$ cat src/rtl/mem8x8_pkg.sv
// mem8x8_pkg: shared constants for the 8x8 storage array controller.
//   DATA_W / DEPTH / ADDR_W : array geometry defaults
//   state_t                 : controller state encoding
//   CLI_A / CLI_B           : client identifiers (also the last_grant encoding)
//   sel_of()                : address to one-hot byte select
package mem8x8_pkg;

  localparam int DATA_W = 8;
  localparam int DEPTH  = 8;
  localparam int ADDR_W = 3;

  typedef enum logic [2:0] {
    IDLE   = 3'd0,
    SETUP  = 3'd1,
    ACCESS = 3'd2,
    DONE   = 3'd3,
    VERIFY = 3'd4
  } state_t;

  localparam logic CLI_A = 1'b0;
  localparam logic CLI_B = 1'b1;

  function automatic logic [DEPTH-1:0] sel_of(input logic [ADDR_W-1:0] a);
    return DEPTH'(1) << a;
  endfunction

endpackage

$ cat src/rtl/mem8x8_ctrl_if.sv
// mem8x8_ctrl_if: client-side bus of the 8x8 array controller.
//   req_x/we_x/addr_x/wdata_x : request from client x (A or B), held until ack_x
//   ack_x                     : one-cycle completion pulse to client x
//   rdata                     : read data, valid in the ack cycle of a read
//   busy                      : controller not in IDLE
//   err                       : write readback mismatch (only with MEM8X8_CTRL_READBACK_EN)
// Modports: master = client side, slave = controller side.
interface mem8x8_ctrl_if;
  import mem8x8_pkg::*;

  logic              req_a, we_a, ack_a;
  logic [ADDR_W-1:0] addr_a;
  logic [DATA_W-1:0] wdata_a;
  logic              req_b, we_b, ack_b;
  logic [ADDR_W-1:0] addr_b;
  logic [DATA_W-1:0] wdata_b;
  logic [DATA_W-1:0] rdata;
  logic              busy;
`ifdef MEM8X8_CTRL_READBACK_EN
  logic              err;
`endif

  modport master (
    output req_a, we_a, addr_a, wdata_a,
    output req_b, we_b, addr_b, wdata_b,
`ifdef MEM8X8_CTRL_READBACK_EN
    input  err,
`endif
    input  ack_a, ack_b, rdata, busy
  );

  modport slave (
    input  req_a, we_a, addr_a, wdata_a,
    input  req_b, we_b, addr_b, wdata_b,
`ifdef MEM8X8_CTRL_READBACK_EN
    output err,
`endif
    output ack_a, ack_b, rdata, busy
  );

endinterface

$ cat src/rtl/mem8x8_ctrl_rr_arb2.sv
// rr_arb2: combinational two-input round-robin arbiter.
//   req[1:0]   : request, bit 0 = client A, bit 1 = client B
//   last_grant : client granted most recently (CLI_A / CLI_B), held by parent
//   grant[1:0] : one-hot grant, zero when no request
module rr_arb2
  import mem8x8_pkg::*;
(
  input  logic [1:0] req,
  input  logic       last_grant,
  output logic [1:0] grant
);

  // On a tie the client that did not win last time gets the grant.
  assign grant[0] = req[0] & (~req[1] | (last_grant == CLI_B));
  assign grant[1] = req[1] & (~req[0] | (last_grant == CLI_A));

endmodule

$ cat src/rtl/mem8x8_ctrl.sv
// mem8x8_ctrl: sequencing controller and two-client round-robin arbiter
// for the 8x8 storage array. Sole driver of the array's sel/rw/inp.
//   clk, rst_n : system clock (rising edge), async active-low reset
//   bus        : client bus (mem8x8_ctrl_if.slave)
//   mem_sel    : one-hot byte select to the array
//   mem_rw     : 1 = write strobe, 0 = read/hold
//   mem_inp    : write data to the array
//   mem_outp   : muxed read data from the array
// Optional build macro MEM8X8_CTRL_READBACK_EN adds a VERIFY state that
// reads each written byte back and drives bus.err on mismatch.
//
// state  | meaning
// IDLE   | waiting for a request; grants and latches fields
// SETUP  | select driven, rw low, address settling
// ACCESS | write strobe or read capture
// VERIFY | write readback compare (readback build only)
// DONE   | select released, ack pulse to the owner
module mem8x8_ctrl
  import mem8x8_pkg::*;
(
  input  logic              clk,
  input  logic              rst_n,
  mem8x8_ctrl_if.slave      bus,
  output logic [DEPTH-1:0]  mem_sel,
  output logic              mem_rw,
  output logic [DATA_W-1:0] mem_inp,
  input  logic [DATA_W-1:0] mem_outp
);

  state_t            state;
  logic              owner;
  logic              last_grant;
  logic              lat_we;
  logic [1:0]        grant;
  logic              ack_a, ack_b, busy;
  logic [DATA_W-1:0] rdata;
`ifdef MEM8X8_CTRL_READBACK_EN
  logic [DATA_W-1:0] lat_wdata;
  logic              err;
  assign bus.err = err;
`endif

  rr_arb2 u_arb (
    .req        ({bus.req_b, bus.req_a}),
    .last_grant (last_grant),
    .grant      (grant)
  );

  assign bus.ack_a = ack_a;
  assign bus.ack_b = ack_b;
  assign bus.rdata = rdata;
  assign bus.busy  = busy;

  always_ff @(posedge clk or negedge rst_n) begin
    if (!rst_n) begin
      state      <= IDLE;
      owner      <= CLI_A;
      last_grant <= CLI_B;
      lat_we     <= 1'b0;
      ack_a      <= 1'b0;
      ack_b      <= 1'b0;
      busy       <= 1'b0;
      rdata      <= '0;
      mem_sel    <= '0;
      mem_rw     <= 1'b0;
      mem_inp    <= '0;
`ifdef MEM8X8_CTRL_READBACK_EN
      lat_wdata  <= '0;
      err        <= 1'b0;
`endif
    end else begin
      case (state)
        IDLE: begin
          if (|grant) begin
            owner      <= grant[1] ? CLI_B : CLI_A;
            last_grant <= grant[1] ? CLI_B : CLI_A;
            lat_we     <= grant[1] ? bus.we_b : bus.we_a;
            mem_sel    <= sel_of(grant[1] ? bus.addr_b : bus.addr_a);
            mem_inp    <= grant[1] ? bus.wdata_b : bus.wdata_a;
            mem_rw     <= 1'b0;
            busy       <= 1'b1;
`ifdef MEM8X8_CTRL_READBACK_EN
            lat_wdata  <= grant[1] ? bus.wdata_b : bus.wdata_a;
`endif
            state      <= SETUP;
          end
        end
        SETUP: begin
          mem_rw <= lat_we;
          state  <= ACCESS;
        end
        ACCESS: begin
          if (!lat_we) rdata <= mem_outp;
`ifdef MEM8X8_CTRL_READBACK_EN
          if (lat_we) begin
            // Keep the byte selected so the array presents what was written.
            mem_rw <= 1'b0;
            state  <= VERIFY;
          end else begin
            mem_sel <= '0;
            mem_rw  <= 1'b0;
            ack_a   <= (owner == CLI_A);
            ack_b   <= (owner == CLI_B);
            state   <= DONE;
          end
`else
          mem_sel <= '0;
          mem_rw  <= 1'b0;
          ack_a   <= (owner == CLI_A);
          ack_b   <= (owner == CLI_B);
          state   <= DONE;
`endif
        end
`ifdef MEM8X8_CTRL_READBACK_EN
        VERIFY: begin
          err     <= (mem_outp != lat_wdata);
          mem_sel <= '0;
          mem_rw  <= 1'b0;
          ack_a   <= (owner == CLI_A);
          ack_b   <= (owner == CLI_B);
          state   <= DONE;
        end
`endif
        DONE: begin
          ack_a <= 1'b0;
          ack_b <= 1'b0;
          busy  <= 1'b0;
`ifdef MEM8X8_CTRL_READBACK_EN
          err   <= 1'b0;
`endif
          state <= IDLE;
        end
        default: state <= IDLE;
      endcase
    end
  end

endmodule

$ cat src/flat_wrapper.sv
// flat-port wrapper written by rule: the top's interface ports become plain ports
module mem8x8_ctrl_flat import mem8x8_pkg::*;
  (clk, rst_n, mem_sel, mem_rw, mem_inp, mem_outp, bus_req_a, bus_we_a, bus_addr_a, bus_wdata_a, bus_req_b, bus_we_b, bus_addr_b, bus_wdata_b, bus_ack_a, bus_ack_b, bus_rdata, bus_busy);
  mem8x8_ctrl_if bus_i ();
  input  logic clk;
  input  logic rst_n;
  output logic [DEPTH-1:0] mem_sel;
  output logic mem_rw;
  output logic [DATA_W-1:0] mem_inp;
  input  logic [DATA_W-1:0] mem_outp;
  input wire logic [$bits(bus_i.req_a)-1:0] bus_req_a;
  input wire logic [$bits(bus_i.we_a)-1:0] bus_we_a;
  input wire logic [$bits(bus_i.addr_a)-1:0] bus_addr_a;
  input wire logic [$bits(bus_i.wdata_a)-1:0] bus_wdata_a;
  input wire logic [$bits(bus_i.req_b)-1:0] bus_req_b;
  input wire logic [$bits(bus_i.we_b)-1:0] bus_we_b;
  input wire logic [$bits(bus_i.addr_b)-1:0] bus_addr_b;
  input wire logic [$bits(bus_i.wdata_b)-1:0] bus_wdata_b;
  output wire logic [$bits(bus_i.ack_a)-1:0] bus_ack_a;
  output wire logic [$bits(bus_i.ack_b)-1:0] bus_ack_b;
  output wire logic [$bits(bus_i.rdata)-1:0] bus_rdata;
  output wire logic [$bits(bus_i.busy)-1:0] bus_busy;
  assign bus_i.req_a = bus_req_a;
  assign bus_i.we_a = bus_we_a;
  assign bus_i.addr_a = bus_addr_a;
  assign bus_i.wdata_a = bus_wdata_a;
  assign bus_i.req_b = bus_req_b;
  assign bus_i.we_b = bus_we_b;
  assign bus_i.addr_b = bus_addr_b;
  assign bus_i.wdata_b = bus_wdata_b;
  assign bus_ack_a = bus_i.ack_a;
  assign bus_ack_b = bus_i.ack_b;
  assign bus_rdata = bus_i.rdata;
  assign bus_busy = bus_i.busy;
  mem8x8_ctrl u_core (.clk(clk), .rst_n(rst_n), .bus(bus_i), .mem_sel(mem_sel), .mem_rw(mem_rw), .mem_inp(mem_inp), .mem_outp(mem_outp));
endmodule
$ cat config.mk
export PLATFORM = sky130hd
export DESIGN_NAME = mem8x8_ctrl_flat
export DESIGN_NICKNAME = d
export VERILOG_FILES = /design/src/rtl/mem8x8_pkg.sv /design/src/rtl/mem8x8_ctrl_if.sv /design/src/rtl/mem8x8_ctrl_rr_arb2.sv /design/src/rtl/mem8x8_ctrl.sv /design/src/flat_wrapper.sv
export SDC_FILE = /design/constraint.sdc
export NUM_CORES = 1
export LEC_CHECK = 0
export ABC_AREA = 0
export BUFFER_PORTS_ARGS = -buffer_cell sky130_fd_sc_hd__buf_2
export CORE_MARGIN = 2
export CORE_UTILIZATION = 50
export DETAILED_ROUTE_END_ITERATION = 7
export GPL_TIMING_DRIVEN = 0
export PLACE_DENSITY = 0.92
export RECOVER_POWER = 100
export SLEW_MARGIN = 0
export SYNTH_ARGS = -nofsm -noshare
export SYNTH_HDL_FRONTEND = slang
export SYNTH_SLANG_ARGS = --single-unit
$ cat constraint.sdc
create_clock -name clk -period 2.85 [get_ports clk]
set_input_delay 0.57 -clock clk [delete_from_list [all_inputs] [get_ports clk]]
set_output_delay 0.57 -clock clk [all_outputs]
set_load 0.01 [all_outputs]
Word-level counts from Yosys, hierarchy flattened
Index checks and enable logic that the tools add are counted.

word-level totals
  output and inout bits = 28
  logic and storage cells = 50
  bits in registers = 34
  input bits = 36

operators by class
  muxes and demuxes = 14
  reduce and logical (&&, ||, !) cells = 11
  shift-type cells = 1
  equality and inequality tests = 4
  bitwise logic cells = 9

operators by type and width
  kind                 number
  $mux 8               2
  $pmux 8 s2           1
  $reduce_and 2->1     5
  $pmux 3 s3           1
  $shl 1x3->8 const A  1
  $eq 3x2->1 const B   2
  $mux 3               2
  $pmux 1 s2           3
  $reduce_bool 2->1    3
  $not 1->1            5
  $mux 1               4
  $eq 3x1->1 const B   1
  $logic_not 3->1      1
  $pmux 1 s3           1
  $reduce_bool 3->1    1
  $and 1x1->1          2
  $ne 2x1->1 const B   1
  $or 1x1->1           2
  $reduce_or 2->1      1

Depth between registers and ports, before layout
  depth after elaboration = 7
  gate-level depth with buffers = 6
  gate-level depth less buffers = 5

Cells and area by module
A second synthesis with hierarchy kept.

unflattened totals
  cell total of the unflattened synthesis = 142
  area, all modules = 1614.0 sq um

modules (own cells, without submodules)
  module       area an instance (sq um)  cells each  times used  sequential area each (sq um)
  mem8x8_ctrl  1595.3                    139         1           827.0
  rr_arb2      18.8                      3           1           0.0

Least setup slack after synthesis
OpenSTA, ideal clock, no wires.

  path type = register to register
  start point = register u_core.state[0]
  end point = register u_core.mem_sel[1]
  buffers on the path = 1
  setup time = 0.110 ns
  setup slack = 1.205 ns
  clock period less this slack = 1.645 ns
  required time = 2.740 ns
  arrival = 1.534 ns
  cell stages (with the launch flop) = 7
  path through = dfrtp_1 inv_1 ha_1 nor3b_1 clkbuf_1 o21ai_0 o41ai_1

on the way
  cells in the longest elaborated chain, start to end = 3
  elaborated cells on any way between the ends = 6
  classes of those cells = eq/ne: 2; mux: 1; reduce/logical: 3

RTL lines
  what                                                              RTL line           RTL
  from (decl)                                                       mem8x8_ctrl.sv:30  state_t state;
  from (signal assigned)                                            mem8x8_ctrl.sv:56  state <= IDLE;
  from (signal assigned)                                            mem8x8_ctrl.sv:85  state <= SETUP;
  from (signal assigned)                                            mem8x8_ctrl.sv:90  state <= ACCESS;
  $eq 3x2->1 / $logic_not 3->1 (equally long branches)              mem8x8_ctrl.sv:72  case (state)
  $reduce_bool 2->1 (no line) / $ne 2x1->1 (equally long branches)  --
  $reduce_and 2->1 (no line)                                        --
  to (signal assigned)                                              mem8x8_ctrl.sv:78  mem_sel <= sel_of(grant[1] ? bus.addr_b : bus.addr_a);
  to (decl)                                                         mem8x8_ctrl.sv:24  output logic [DEPTH-1:0] mem_sel,

Parallel ways exist; a longest one is shown, timed or not.
A chain may end at the register's enable or synchronous reset.

Final worst setup path
  start point = register u_core.state[0]
  end point = register u_core.mem_sel[3]

Same word-level chain as after synthesis.

==> run_results.csv <==
group,metric,value,unit
timing,final-max-slew-violation-count,34,
floorplanning,die_height,59.0,um
timing,fin_setup_tns,0,ps
timing,worstMarginPinSlew,1640,ps
floorplanning,dieWidth,59.0,um
final_layout,syn_to_final_growth,25.6,%
clock_tree,clockBufferDepth,2,
power_and_ir_drop,total_power,1.85,mW
synth,yosysTopAreaCellShare,53.0,%
timing,skew,10.0,ps
final_layout,fin_util,67.6,%
synth,yosys.cell_types.count,22,
clock_tree,cts-buffers-inserted,5,
detailed_routing,route.vias.total,1200,
critical_path,reg2regPathDepth,6,
critical_path,critical_path.endpoint_type,"flop",
critical_path,crit_path_start_kind,"flop",
floorplanning,floorplan.rows,19,
detailed_routing,drt_first_iter_violations,37,
synth,syn-cell-area,0.00151,mm^2
clock_tree,clk_latency,350,ps
final_layout,num-nets-final,237,
power_and_ir_drop,power.density,976,mW/mm^2
timing,fmaxAchievable,499,MHz
critical_path,rr_startpoint,"u_core.state[0]",
synth,syn_inst,126,
detailed_routing,remaining_drc_errors,5,
detailed_routing,wl_per_cell,13.7,um
global_route,grt_start_max_net_pins,34,
flow_run,max_cap_viol_count,1,
outcome,violations,"DRC, capacitance limit, slew limit",
floorplanning,area_of_the_placeable_core,0.00281,mm^2
detailed_routing,via_per_inst,5.26,
outcome,result_of_the_run,"complete, but fails checks",
power_and_ir_drop,cellLeakagePower,0.894,nW
final_layout,final-seq-area,827,um^2
min_path,timing.hold.worst_path_depth,2,
min_path,min_from,"bus_req_a",
synth,syn-mean-instance-area,12.0,um^2
floorplanning,num_io_pins,64,
synth,synthDominantAreaCellType,"dfrtp_1",
min_path,min_delay_worst_endpoint,"u_core.last_grant",
synth,synth.top_cells.by_area,"dfrtp_1 53%, mux2i_1 9.3%, mux2_2 8.9%",
min_path,holdCritPathClass,"input pin to flop",
timing,timing.slew.headroom,-9.26,%
global_route,grt_antenna_before_repair,0,
synth,synth_seq_cells,33,
clock_tree,post_cts.repair.setup_buffers,0,
place,dp_hpwl,2.43,mm
critical_path,r2r_end,"u_core.mem_sel[3]",
detailed_routing,routed_wirelength,3.12,mm
critical_path,timing.setup.critical_path_class,"flop to flop",
place,gp_congestion,0.823,
final_layout,final_layout_size_suffix_gt1_share,29.4,%
place,buffer_ports.inserted,63,
timing,final_period_utilization,70.3,%
detailed_routing,drtPass1Iterations,6,
timing,setup_viol_count_final,0,
synth,synthesis.nets,167,
critical_path,critical_path.max_fanout,10,
clock_tree,cells_resized_by_post_cts_repair,0,
clock_tree,cts_num_sinks,33,
final_layout,n_fill_cell,236,
clock_tree,cts_htree_levels,2,
timing,period_needed,2000,ps
clock_tree,cts_root_buffer,"clkbuf_4",
critical_path,worst-r2r-setup-slack,850,ps
final_layout,antenna_cells,0,
global_route,globalRouteTotalUtil,19.1,%
clock_tree,clkSlewWorstSetupHoldPaths,100,ps
global_route,grt-ovfl-total,0,
timing,fin_hold_ws,439,ps
power_and_ir_drop,ir_drop,0.515,mV
floorplanning,initial_utilization,53.8,%
final_layout,multi_input_area,641,um^2
critical_path,critPathRequiredTime,3090,ps
synth,ys_warn_count,0,
clock_tree,ctsHoldBuffers,0,
floorplanning,design.die.area,0.00348,mm^2
synth,sequential_to_total_area_share_from_yosys_stat,54.8,%
detailed_routing,detail-route-antenna-nets,0,
clock_tree,clock_tree_from_tritoncts,"built",
global_route,grt_pass1_wl,4.79,mm
timing,grt_setup_unrepaired,"false",
critical_path,arrival,2240,ps
global_route,grt_pass1_vias,1131,
timing,finalHoldViolCount,0,
==> cell type report <==
class | count | area share [%]
flip-flops and latches | 33 | 43.6
multi-input cells | 83 | 33.8
repair buffers | 63 | 14.7
clock buffers | 7 | 3.43
well taps | 31 | 2.04
plain buffers | 6 | 1.39
inverters | 4 | 0.792
clock inverters | 1 | 0.264
==> stage by stage <==
step	std cells	cell area [um^2]	setup WS, ps
after global routing	228	1900	603
after CTS	228	1930	854
final	228	1900	845
after global placement	220	1860	893
after detailed placement	220	1860	876
after floorplan	126	1510	1210
==> power breakdown <==
part	leakage, nW	internal [mW]	total [mW]	switching, mW
combinational	0.440	0.324	0.760	0.437
sequential	0.412	0.673	0.794	0.121
clock	0.0413	0.143	0.297	0.155
total	0.894	1.14	1.85	0.712
==> cell families (layout without fill, tap and decap cells) <==
| kind of cell | count (synthesis) | after routing | share of synthesized area, % |
|---|---|---|---|
| AOI/OAI and AO/OA | 34 | 34 | 14.8 |
| and+or+nand+nor | 18 | 18 | 5.22 |
| buffers and inverters | 10 | 81 | 2.82 |
| adders and majority gates | 5 | 5 | 4.14 |
| DFF | 33 | 33 | 54.8 |
| muxes | 26 | 26 | 18.2 |
==> cells in the final DEF, fill, tap and decap left out, drive strengths merged, types with 2 or more instances in the layout <==
master  netlist  final
a21oi         2      2
buf           2     35
mux2i        14     14
inv           4      4
o41ai         8      8
nor2          3      3
o21ai        19     19
dfrtp        32     32
mux2         12     12
nor2b         2      2
nand2        11     11
clkbuf        4     41
o31ai         2      2
ha            5      5
==> worst max-delay path, stage by stage, from the launching register on <==
cell and delay, ps:
dfrtp_1 440, inv_1 100, ha_1 240, nor3b_1 540, clkbuf_1 340, o21ai_0 150
o41ai_1 80
==> layer usage <==
layer,vias to the layer above,global-route usage (%),part of all wire [%]
li1,596,-,-
met2,29,33.0,53
met1,569,20.8,40
met3,6,6.81,5.5
met5,-,0,0
met4,0,8.77,2.0
==> how the worst max path moves through the flow <==
stage	startpoint	to	slack, ps
after detailed placement	u_core.state[0]	u_core.mem_sel[3]	880
after global placement	u_core.state[0]	u_core.mem_sel[4]	890
final	u_core.state[0]	u_core.mem_sel[3]	850
after CTS	u_core.state[0]	u_core.mem_sel[3]	850
after floorplan	u_core.state[0]	u_core.mem_sel[1]	1210
after global routing	u_core.state[0]	u_core.mem_sel[4]	600
==> cell usage after synthesis <==
master / instances
nor3b_1: 1
a31oi_1: 1
inv_1: 4
or2_2: 1
dfrtp_1: 32
ha_1: 5
nor2b_1: 2
o41ai_1: 8
nor2_1: 3
mux2_2: 12
clkbuf_1: 4
nand2_1: 11
o21ai_0: 18
dfstp_2: 1
o31ai_1: 2
buf_2: 1
buf_4: 1
a22o_1: 1
a21boi_4: 1
o21ai_1: 1
a21oi_1: 2
mux2i_1: 14
==> sequential cells by signal, indices dropped and copies added, names as in the netlist <==
name               flops
u_core.bus.ack_a       1
u_core.bus.ack_b       1
u_core.bus.busy        1
u_core.bus.rdata       8
u_core.last_grant      1
u_core.lat_we          1
u_core.mem_inp         8
u_core.mem_rw          1
u_core.mem_sel         8
u_core.owner           1
u_core.state           2
Power figures use the tool's default switching activity.
